$ cat src/rtl/intra_ref_fetch_ctrl_pkg.sv
// Shared definitions for the intra reference fetch controllers:
// FSM states, beat tags, substitution value and burst lengths.
package intra_pkg;

    typedef enum logic [2:0] {
        IDLE,
        ISSUE_TOP,
        ISSUE_LEFT,
        DRAIN,
        FIN
    } fetch_state_e;

    // Travels with each beat until its read data returns.
    typedef struct packed {
        logic valid;
        logic left;
        logic subst;
    } beat_tag_t;

    localparam logic [7:0]  REF_SUBST_VAL = 8'd128;
    localparam int unsigned TOP_BEATS     = 9;
    localparam int unsigned LEFT_BEATS    = 8;

endpackage

$ cat src/rtl/intra_ref_fetch_ctrl_if.sv
// Control, frame-memory and reference-buffer signals of the fetch controller.
// The slave modport is the controller's view; master is the surrounding logic.
interface intra_ref_fetch_ctrl_if #(
    parameter int unsigned AW = 17
);
    logic          START;
    logic [5:0]    BLK_X;
    logic [4:0]    BLK_Y;
    logic          MEM_RD_EN;
    logic [AW-1:0] MEM_ADDR;
    logic [7:0]    MEM_RDATA;
    logic [7:0]    REF_DATA;
    logic          PRESET;
    logic          EN_TOP;
    logic          EN_LEFT;
    logic          TOP_AVAIL;
    logic          LEFT_AVAIL;
    logic          BUSY;
    logic          DONE;

    modport slave (
        input  START, BLK_X, BLK_Y, MEM_RDATA,
        output MEM_RD_EN, MEM_ADDR, REF_DATA, PRESET, EN_TOP, EN_LEFT,
               TOP_AVAIL, LEFT_AVAIL, BUSY, DONE
    );

    modport master (
        output START, BLK_X, BLK_Y, MEM_RDATA,
        input  MEM_RD_EN, MEM_ADDR, REF_DATA, PRESET, EN_TOP, EN_LEFT,
               TOP_AVAIL, LEFT_AVAIL, BUSY, DONE
    );
endinterface

$ cat src/rtl/intra_ref_fetch_ctrl_ref_beat_delay.sv
// Delays a beat tag by DEPTH cycles so it lines up with the memory read data.
module ref_beat_delay
    import intra_pkg::*;
#(
    parameter int unsigned DEPTH = 1
) (
    input  logic      clk_i,
    input  logic      rst_i,
    input  beat_tag_t tag_i,
    output beat_tag_t tag_o
);
    beat_tag_t stage_q [DEPTH];

    always_ff @(posedge clk_i) begin
        if (rst_i) begin
            for (int unsigned i = 0; i < DEPTH; i++) begin
                stage_q[i] <= '0;
            end
        end else begin
            stage_q[0] <= tag_i;
            for (int unsigned i = 1; i < DEPTH; i++) begin
                stage_q[i] <= stage_q[i-1];
            end
        end
    end

    assign tag_o = stage_q[DEPTH-1];
endmodule

$ cat src/rtl/intra_ref_fetch_ctrl.sv
// Fetches the 9 top (corner first) and 8 left reference pixels of one 8x8
// block, substituting 128 for unavailable neighbours with unchanged timing.
module intra_ref_fetch_ctrl
    import intra_pkg::*;
#(
    parameter int unsigned BLK_COLS = 40,
    parameter int unsigned BLK_ROWS = 30,
    parameter int unsigned AW       = 17,
    parameter int unsigned RD_LAT   = 1
) (
    input logic                   CLK,
    input logic                   RST,
    intra_ref_fetch_ctrl_if.slave bus
);
    localparam logic [AW-1:0] ROW_STRIDE = AW'(BLK_COLS * 8);
    localparam logic [AW-1:0] LEFT_STEP  = AW'(BLK_COLS * 8 - 8);

    fetch_state_e  state_q, state_d;
    logic [3:0]    cnt_q, cnt_d;
    logic [AW-1:0] addr_q, addr_d;
    logic          top_avail_q, top_avail_d;
    logic          left_avail_q, left_avail_d;
    beat_tag_t     tag_issue, tag_out;
    logic          in_range, accept, rd_en, done;
    logic [AW-1:0] row_base, corner_addr;

    assign in_range = (32'(bus.BLK_X) < BLK_COLS) && (32'(bus.BLK_Y) < BLK_ROWS);
    assign accept   = bus.START && (state_q == IDLE) && in_range && !RST;

    // Only multiply, by a constant, once per block; beats then walk by add.
    assign row_base    = AW'(32'(bus.BLK_Y) * (64 * BLK_COLS));
    assign corner_addr = row_base - ROW_STRIDE + AW'({bus.BLK_X, 3'b000}) - AW'(1);

    always_comb begin
        state_d      = state_q;
        cnt_d        = cnt_q;
        addr_d       = addr_q;
        top_avail_d  = top_avail_q;
        left_avail_d = left_avail_q;
        tag_issue    = '0;
        rd_en        = 1'b0;
        done         = 1'b0;
        case (state_q)
            IDLE: begin
                if (accept) begin
                    state_d      = ISSUE_TOP;
                    cnt_d        = '0;
                    addr_d       = corner_addr;
                    top_avail_d  = (bus.BLK_Y != '0);
                    left_avail_d = (bus.BLK_X != '0);
                end
            end
            ISSUE_TOP: begin
                tag_issue.valid = 1'b1;
                tag_issue.subst = (cnt_q == '0) ? !(top_avail_q && left_avail_q)
                                                : !top_avail_q;
                rd_en  = !tag_issue.subst;
                cnt_d  = cnt_q + 4'd1;
                addr_d = addr_q + AW'(1);
                if (cnt_q == 4'(TOP_BEATS - 1)) begin
                    // Last top pixel -> left column, first row of the block.
                    state_d = ISSUE_LEFT;
                    cnt_d   = '0;
                    addr_d  = addr_q + LEFT_STEP;
                end
            end
            ISSUE_LEFT: begin
                tag_issue.valid = 1'b1;
                tag_issue.left  = 1'b1;
                tag_issue.subst = !left_avail_q;
                rd_en  = !tag_issue.subst;
                cnt_d  = cnt_q + 4'd1;
                addr_d = addr_q + ROW_STRIDE;
                if (cnt_q == 4'(LEFT_BEATS - 1)) begin
                    state_d = DRAIN;
                    cnt_d   = '0;
                end
            end
            DRAIN: begin
                cnt_d = cnt_q + 4'd1;
                if (cnt_q == 4'(RD_LAT - 1)) begin
                    state_d = FIN;
                end
            end
            FIN: begin
                done    = 1'b1;
                state_d = IDLE;
            end
            default: state_d = IDLE;
        endcase
    end

    always_ff @(posedge CLK) begin
        if (RST) begin
            state_q      <= IDLE;
            cnt_q        <= '0;
            addr_q       <= '0;
            top_avail_q  <= 1'b0;
            left_avail_q <= 1'b0;
        end else begin
            state_q      <= state_d;
            cnt_q        <= cnt_d;
            addr_q       <= addr_d;
            top_avail_q  <= top_avail_d;
            left_avail_q <= left_avail_d;
        end
    end

    ref_beat_delay #(.DEPTH(RD_LAT)) u_delay (
        .clk_i (CLK),
        .rst_i (RST),
        .tag_i (tag_issue),
        .tag_o (tag_out)
    );

    assign bus.MEM_RD_EN  = rd_en;
    assign bus.MEM_ADDR   = rd_en ? addr_q : '0;
    assign bus.PRESET     = accept;
    assign bus.BUSY       = (state_q != IDLE);
    assign bus.DONE       = done;
    assign bus.TOP_AVAIL  = top_avail_q;
    assign bus.LEFT_AVAIL = left_avail_q;
    assign bus.EN_TOP     = tag_out.valid && !tag_out.left;
    assign bus.EN_LEFT    = tag_out.valid && tag_out.left;
    assign bus.REF_DATA   = !tag_out.valid ? 8'd0
                          : tag_out.subst  ? REF_SUBST_VAL
                          :                  bus.MEM_RDATA;
endmodule

$ cat src/flat_wrapper.sv
// flat-port wrapper written by rule: the top's interface ports become plain ports
module intra_ref_fetch_ctrl_flat import intra_pkg::*;
#(
    parameter int unsigned BLK_COLS = 40,
    parameter int unsigned BLK_ROWS = 30,
    parameter int unsigned AW       = 17,
    parameter int unsigned RD_LAT   = 1
)
  (CLK, RST, bus_START, bus_BLK_X, bus_BLK_Y, bus_MEM_RDATA, bus_MEM_RD_EN, bus_MEM_ADDR, bus_REF_DATA, bus_PRESET, bus_EN_TOP, bus_EN_LEFT, bus_TOP_AVAIL, bus_LEFT_AVAIL, bus_BUSY, bus_DONE);
  intra_ref_fetch_ctrl_if #(.AW(AW)) bus_i ();
  input logic CLK;
  input logic RST;
  input wire logic [$bits(bus_i.START)-1:0] bus_START;
  input wire logic [$bits(bus_i.BLK_X)-1:0] bus_BLK_X;
  input wire logic [$bits(bus_i.BLK_Y)-1:0] bus_BLK_Y;
  input wire logic [$bits(bus_i.MEM_RDATA)-1:0] bus_MEM_RDATA;
  output wire logic [$bits(bus_i.MEM_RD_EN)-1:0] bus_MEM_RD_EN;
  output wire logic [$bits(bus_i.MEM_ADDR)-1:0] bus_MEM_ADDR;
  output wire logic [$bits(bus_i.REF_DATA)-1:0] bus_REF_DATA;
  output wire logic [$bits(bus_i.PRESET)-1:0] bus_PRESET;
  output wire logic [$bits(bus_i.EN_TOP)-1:0] bus_EN_TOP;
  output wire logic [$bits(bus_i.EN_LEFT)-1:0] bus_EN_LEFT;
  output wire logic [$bits(bus_i.TOP_AVAIL)-1:0] bus_TOP_AVAIL;
  output wire logic [$bits(bus_i.LEFT_AVAIL)-1:0] bus_LEFT_AVAIL;
  output wire logic [$bits(bus_i.BUSY)-1:0] bus_BUSY;
  output wire logic [$bits(bus_i.DONE)-1:0] bus_DONE;
  assign bus_i.START = bus_START;
  assign bus_i.BLK_X = bus_BLK_X;
  assign bus_i.BLK_Y = bus_BLK_Y;
  assign bus_i.MEM_RDATA = bus_MEM_RDATA;
  assign bus_MEM_RD_EN = bus_i.MEM_RD_EN;
  assign bus_MEM_ADDR = bus_i.MEM_ADDR;
  assign bus_REF_DATA = bus_i.REF_DATA;
  assign bus_PRESET = bus_i.PRESET;
  assign bus_EN_TOP = bus_i.EN_TOP;
  assign bus_EN_LEFT = bus_i.EN_LEFT;
  assign bus_TOP_AVAIL = bus_i.TOP_AVAIL;
  assign bus_LEFT_AVAIL = bus_i.LEFT_AVAIL;
  assign bus_BUSY = bus_i.BUSY;
  assign bus_DONE = bus_i.DONE;
  intra_ref_fetch_ctrl #(.BLK_COLS(BLK_COLS), .BLK_ROWS(BLK_ROWS), .AW(AW), .RD_LAT(RD_LAT)) u_core (.CLK(CLK), .RST(RST), .bus(bus_i));
endmodule
$ cat config.mk
export PLATFORM = sky130hd
export DESIGN_NAME = intra_ref_fetch_ctrl_flat
export DESIGN_NICKNAME = d
export VERILOG_FILES = /design/src/rtl/intra_ref_fetch_ctrl_pkg.sv /design/src/rtl/intra_ref_fetch_ctrl_if.sv /design/src/rtl/intra_ref_fetch_ctrl_ref_beat_delay.sv /design/src/rtl/intra_ref_fetch_ctrl.sv /design/src/flat_wrapper.sv
export SDC_FILE = /design/constraint.sdc
export NUM_CORES = 1
export LEC_CHECK = 0
export CORE_MARGIN = 5
export CORE_UTILIZATION = 50
export DETAILED_ROUTE_END_ITERATION = 12
export PLACE_DENSITY = 0.75
export SLEW_MARGIN = 20
export SYNTH_ARGS = -nofsm -noshare
export SYNTH_HDL_FRONTEND = slang
export SYNTH_SLANG_ARGS = --single-unit
$ cat constraint.sdc
create_clock -name CLK -period 7.79 [get_ports CLK]
set_clock_uncertainty 0.05 [all_clocks]
set_input_delay 1.558 -clock CLK [delete_from_list [all_inputs] [get_ports CLK]]
set_output_delay 1.558 -clock CLK [all_outputs]
set_load 0.03 [all_outputs]
==> results of run 1 <==
## layer usage
layer,up-vias,wire length (microns),GRT usage
li1,1362,-,-
met1,1277,3310,0.309
met2,91,3200,0.342
met3,10,424,0.0322
met4,0,101,0.0608
met5,-,0,0
## per-stage QoR
stage               total power, mW  instance area (sq um)  hold slack (ns)   util
floorplan                     0.613                   2550            0.427      -
global placement              0.736                   3100            0.451  0.615
detailed placement            0.744                   3100            0.455  0.615
CTS                           0.909                   3220            0.464  0.638
global route                  0.980                   3220            0.492  0.638
finish                        0.913                   3220            0.462  0.638
## sequential cells by signal (all words and copies together) (netlist names)
| signal | count |
|---|---|
| u_core.addr_q | 17 |
| u_core.bus.LEFT_AVAIL | 1 |
| u_core.bus.TOP_AVAIL | 1 |
| u_core.cnt_q | 4 |
| u_core.state_q | 3 |
| u_core.u_delay.stage_q | 3 |
## critical path, stage by stage
cell and delay, ns:
clkdlybuf4s50_1 0.51, o21ai_1 0.22, and3_1 0.24, nand2b_1 0.14
inv_2 0.16, clkdlybuf4s50_1 0.71
## final timing paths
| kind | endpoint | slack [ns] | cells after the start |
|---|---|---|---|
| max | bus_PRESET | 2.64 | 6 |
| min | u_core.cnt_q[1]$_SDFFE_PP0P_ | 0.46 | 2 |
| max reg2reg | u_core.addr_q[13]$_SDFFE_PP0P_ | 5.30 | 6 |
| min reg2reg | u_core.cnt_q[1]$_SDFFE_PP0P_ | 0.46 | 2 |
## power groups by stage
stage          combinational (mW)  sequential [mW]  clock (mW)
2_1_floorplan               0.374            0.238           0
3_3_place_gp                0.472            0.264           0
3_5_place_dp                0.478            0.265           0
4_1_cts                     0.482            0.262       0.165
5_1_grt                     0.532            0.274       0.173
6_report                    0.485            0.265       0.164
## kinds of logic (layout without fill, tap and decap cells)
logic type | after synthesis | in the layout | share of synthesized area
flip-flops | 29 | 29 | 0.228
XOR/XNOR | 16 | 16 | 0.0550
AND/OR/NAND/NOR | 156 | 156 | 0.315
multiplexers | 2 | 2 | 0.00786
buffers and inverters | 32 | 78 | 0.0550
AO/OA/AOI/OAI | 99 | 99 | 0.262
adder cells (fa/ha/maj) | 15 | 15 | 0.0767
## cells in the mapped netlist (5+ instances only)
cell,instances,share of area
nor2b_1,18,0.044
a21oi_1,26,0.051
dfxtp_1,29,0.23
xnor2_1,10,0.034
clkbuf_1,11,0.016
inv_1,13,0.019
a311oi_1,6,0.021
o22ai_1,5,0.012
or3_1,5,0.012
nor3_1,7,0.014
o21ai_0,15,0.029
ha_1,14,0.069
nand4_1,5,0.012
xor2_1,6,0.021
nor4_1,5,0.012
nor2_1,46,0.068
o21ai_1,5,0.0098
a211oi_1,6,0.018
nand3_1,9,0.018
nand2b_1,5,0.012
nand2_1,26,0.038
and2_1,10,0.025
## area by class of cell
cell class | count | area [sq um]
clock buffers | 7 | 86.3
clock inverters | 1 | 30.0
fillers | 480 | 1820
inverters | 14 | 52.6
multi-input cells | 288 | 1830
flip-flops and latches | 29 | 581
well taps | 70 | 87.6
repair buffers | 56 | 556
==> results.md, run 1 <==
* Reg power frac at 0.290
* Leak Pwr at 1.16 nW
* Crit path max fanout at 8
* Final setup margin at 2.64 ns
* Seq/Total Area, Yosys at 0.228
* FF-to-FF Start: u_core.state_q[2]$_SDFFE_PP0P_
* CTS tree: yes
* Antenna violations before repair at 0
* Synth Register Bits at 29
* Crit path DAT at 3.54 ns
* First-pass GRT wire length at 11,500 microns
* Slew Limit Fails at 0
* Overflow after GRT at 0
* Main synth FF type: dfxtp_1
* Post-synthesis async set-or-reset flop share at 0
* Part of the power in combinational logic at 0.531
* Largest net degree at the start of global routing at 30
* Clk sink count at 29
* Die height at 81.4 microns
* Sw power at 0.424 mW
* Synthesis Warnings at 0
* Nets at 431
* Cell Count Post-Placement at 457
* Commonest non-fill, non-tap cell in the layout: clkdlybuf4s50_1
* Final hold vios at 0
* Layout cell share with drive strength beyond 1 at 0.0481
* CTS max path bufs at 2
* H-tree Lvls at 2
* CTS clk-pin slew, worst paths at 0.06 ns
* WS Path Type: primary input to output pin
* I/O Buffers at 54
* Min Tclk post-route at 5.15 ns
* Synth Instances at 349
* P per Cell Area at 284 nW/um^2
* Syn Nets at 386
* Clk root buf: clkbuf_8
* Worst hold path class: flop to flop
* WL/cell at 15.1 microns
* GRT Overall Usage at 0.218
* Unrepaired setup endpoints after global routing: false
* Die W at 81.4 microns
* P&R area growth vs syn at 26.4%
* Final Cycle Share at 0.661
* Post_cts resized at 0
* Vias post-DR at 2,740
* Vias in the first global route at 2,419
* Post-synthesis cell type count at 62
* CP required at 6.18 ns
* Crit start category: primary input
* Postcts setup bufs at 0
* Core area at 5040 sq um
* Detailed Place HPWL at 5300 microns
* Hold-fix buffers at CTS at 0
* Clock network fraction of total power at 0.179
* CTS buffer count at 5
* Switching share of power at 0.464
* Vias per inst at 5.89
* First DRT Iteration DRCs at 205
* Worst-margin pin slew at 0.831 ns
* Avg Inst Size Synth at 7.30 sq um
* DP Worst Slack at 2.65 ns
* Final Wtd Congestion at 0.840
* Crit path from: bus_BLK_X[4]
* WL final at 7030 microns
* Routed Antenna Nets at 0
* Final setup viols at 0
* Max-cap violation count at 0
* Status: finished, final reports clean
* Pint at 0.489 mW
* EDFF count, synth at 0
* Non-filler instance count after layout at 465
* DRT Pass-1 Iters at 4
* Peak Freq at 194 MHz
* Slew HR at 0.446
* Setup crit end kind: output pin
* HP Start: u_core.cnt_q[1]$_SDFFE_PP0P_
* Synth Cell Area at 2550 sq um
* Fin Setup TNS at 0 ns
* Initial core utilization at 0.505
* Worst skew pair latency at 0.28 ns
* Most frequent cells in the layout: clkdlybuf4s50_1, nor2_1, dfxtp_1, nand2_1, a21oi_1
* DRC viols at 0
* Max VDD drop at 0.190 mV
* Die footprint at 6620 sq um
* Ports at 55
* # diodes at 0
* Core Rows at 26
No activity file was read; power rests on OpenSTA's default activity.
==> run 2, diff against run 1 <==
--- a/config.mk
+++ b/config.mk
@@ -6,9 +6,9 @@
 export NUM_CORES = 1
 export LEC_CHECK = 0
 export CORE_MARGIN = 5
-export CORE_UTILIZATION = 50
+export CORE_UTILIZATION = 47
 export DETAILED_ROUTE_END_ITERATION = 12
-export PLACE_DENSITY = 0.75
+export PLACE_DENSITY = 0.74
 export SLEW_MARGIN = 20
 export SYNTH_ARGS = -nofsm -noshare
 export SYNTH_HDL_FRONTEND = slang
==> constraint.sdc (replaced) <==
create_clock -name CLK -period 4.5 [get_ports CLK]
set_clock_uncertainty 0.05 [all_clocks]
set_input_delay 0.9 -clock CLK [delete_from_list [all_inputs] [get_ports CLK]]
set_output_delay 0.9 -clock CLK [all_outputs]
set_load 0.03 [all_outputs]
==> results.md, run 2 (same netlist as run 1, synthesis figures left out) <==
* WL/cell at 15.3 microns (+1.2%)
* Crit path DAT at 2.89 ns (-0.65 ns)
* First DRT Iteration DRCs at 223 (+8.8%)
* Fin Setup TNS at 0 ns (unchanged)
* # diodes at 0 (unchanged)
* Max-cap violation count at 0 (unchanged)
* Worst reg2reg path depth at 6 (unchanged)
* DRT Pass-1 Iters at 5 (+1)
* Min Tclk post-route at 3.84 ns
* DP Worst Slack at 0.710 ns (-1.94 ns)
* Commonest non-fill, non-tap cell in the layout: clkdlybuf4s50_1
* Top reg by flops: u_core.addr_q
* Largest register FFs at 17 (unchanged)
* Peak Freq at 261 MHz
* Detailed Place HPWL at 5370 microns (+1.4%)
* Final setup viols at 0 (unchanged)
* Crit start category: primary input
* Vias in the first global route at 2,410 (-0.37%)
* WS Path Type: primary input to output pin
* Initial core utilization at 0.492 (-0.0127)
* Leak Pwr at 1.16 nW (about the same)
* Final Wtd Congestion at 0.902 (+7.4%)
* Biggest regs: u_core.addr_q x17, u_core.cnt_q x4
* GRT Overall Usage at 0.198 (-0.0204)
* Ports at 55 (unchanged)
* Max VDD drop at 0.349 mV (+84%)
* DRC viols at 0 (unchanged)
* I/O Buffers at 54 (unchanged)
* P&R area growth vs syn at 26.6%
* Status: finished, final reports clean
* Final Cycle Share at 0.852
* Postcts setup bufs at 0 (unchanged)
* Final setup margin at 0.664 ns (-1.98 ns)
* HP Start: u_core.cnt_q[1]$_SDFFE_PP0P_
* CTS buffer count at 5 (unchanged)
* Worst-margin pin slew at 0.900 ns (+0.0685 ns)
* Post_cts resized at 0 (unchanged)
* Slew Limit Fails at 0 (unchanged)
* WL final at 7130 microns (+1.4%)
* Setup crit end kind: output pin
* First-pass GRT wire length at 11,700 microns (+1.8%)
* Worst skew pair latency at 0.29 ns (about the same)
* CTS tree: yes
* Vias per inst at 5.79 (-1.8%)
* Crit path max fanout at 8 (unchanged)
* Overflow after GRT at 0 (unchanged)
* Routed Antenna Nets at 0 (unchanged)
* H-tree Lvls at 2 (unchanged)
* Vias post-DR at 2,696 (-1.6%)
* Die height at 83.6 microns (+2.8%)
* Clk sink count at 29 (unchanged)
* FF-to-FF Start: u_core.state_q[2]$_SDFFE_PP0P_
* Clk root buf: clkbuf_8
* Util after Layout at 0.623 (-0.0148)
* Worst hold path class: flop to flop
* P per Cell Area at 492 nW/um^2 (+73%)
* Largest net degree at the start of global routing at 29 (-3.3%)
* Core Rows at 26 (unchanged)
* Critical R2R Capture: u_core.addr_q[16]$_SDFFE_PP0P_
* CTS max path bufs at 2 (unchanged)
* Slew HR at 0.400 (-0.0457)
* Fin Hold WS at 0.469 ns (+0.00757 ns)
* Final hold vios at 0 (unchanged)
* Unrepaired setup endpoints after global routing: false
* Hold-critical path depth at 2 (unchanged)
* CTS clk-pin slew, worst paths at 0.07 ns (about the same)
* WHS Endpoint: u_core.cnt_q[1]$_SDFFE_PP0P_
* Nets at 432 (+0.23%)
* Layout cell share with drive strength beyond 1 at 0.0530 (+0.00493)
* Die W at 83.6 microns (+2.8%)
* Flop2flop setup slack at 1.99 ns (-3.31 ns)
* Die footprint at 6990 sq um (+5.6%)
* Antenna violations before repair at 0 (unchanged)
* Most frequent cells in the layout: clkdlybuf4s50_1, nor2_1, dfxtp_1, nand2_1, a21oi_1
* Hold-fix buffers at CTS at 0 (unchanged)
* Core area at 5170 sq um (+2.6%)
* CP required at 3.55 ns (-2.63 ns)
==> run 2: worst max path at each step <==
stage,startpoint,endpoint,slack (ns),cells past startpoint
final,bus_BLK_X[4],bus_PRESET,0.66,6
after global routing,bus_BLK_X[4],bus_PRESET,0.56,6
after CTS,bus_BLK_X[4],bus_PRESET,0.70,6
after detailed placement,bus_BLK_X[4],bus_PRESET,0.71,6
after global placement,bus_BLK_X[4],bus_PRESET,0.74,6
after floorplan,bus_BLK_Y[1],u_core.addr_q[16]$_SDFFE_PP0P_,1.46,8
==> run 2: power breakdown <==
part | switching (mW) | internal, mW | total, mW | leakage [nW]
combinational | 0.519 | 0.334 | 0.853 | 0.867
clock | 0.112 | 0.166 | 0.277 | 0.0543
sequential | 0.117 | 0.338 | 0.455 | 0.237
total | 0.747 | 0.838 | 1.59 | 1.16
==> run 2: worst max-delay path: stages <==
cell and delay, ns:
clkdlybuf4s50_1 0.52, o21ai_1 0.23, and3_1 0.23, nand2b_1 0.13, inv_2 0.15, clkdlybuf4s50_1 0.71
==> run 2: layer usage <==
layer | GRT usage | share of wire
met1 | 0.273 | 0.47
met2 | 0.306 | 0.44
met3 | 0.0434 | 0.070
met4 | 0.0629 | 0.014
met5 | 0 | 0
==> run 2: layout make-up <==
| class | count | area (sq um) |
|---|---|---|
| Multi-Input combinational cell | 288 | 1830 |
| Fill cell | 466 | 1950 |
| Timing Repair Buffer | 57 | 563 |
| Sequential cell | 29 | 581 |
| Tap cell | 70 | 87.6 |
| Clock inverter | 3 | 46.3 |
| Inverter | 14 | 52.6 |
| Clock buffer | 5 | 68.8 |
==> run 2: metrics by stage <==
step,cell area (sq um),power [mW],instances
floorplan,2550,1.06,349
global placement,3110,1.28,458
detailed placement,3110,1.30,458
CTS,3220,1.58,466
global route,3220,1.70,466
finish,3220,1.59,466
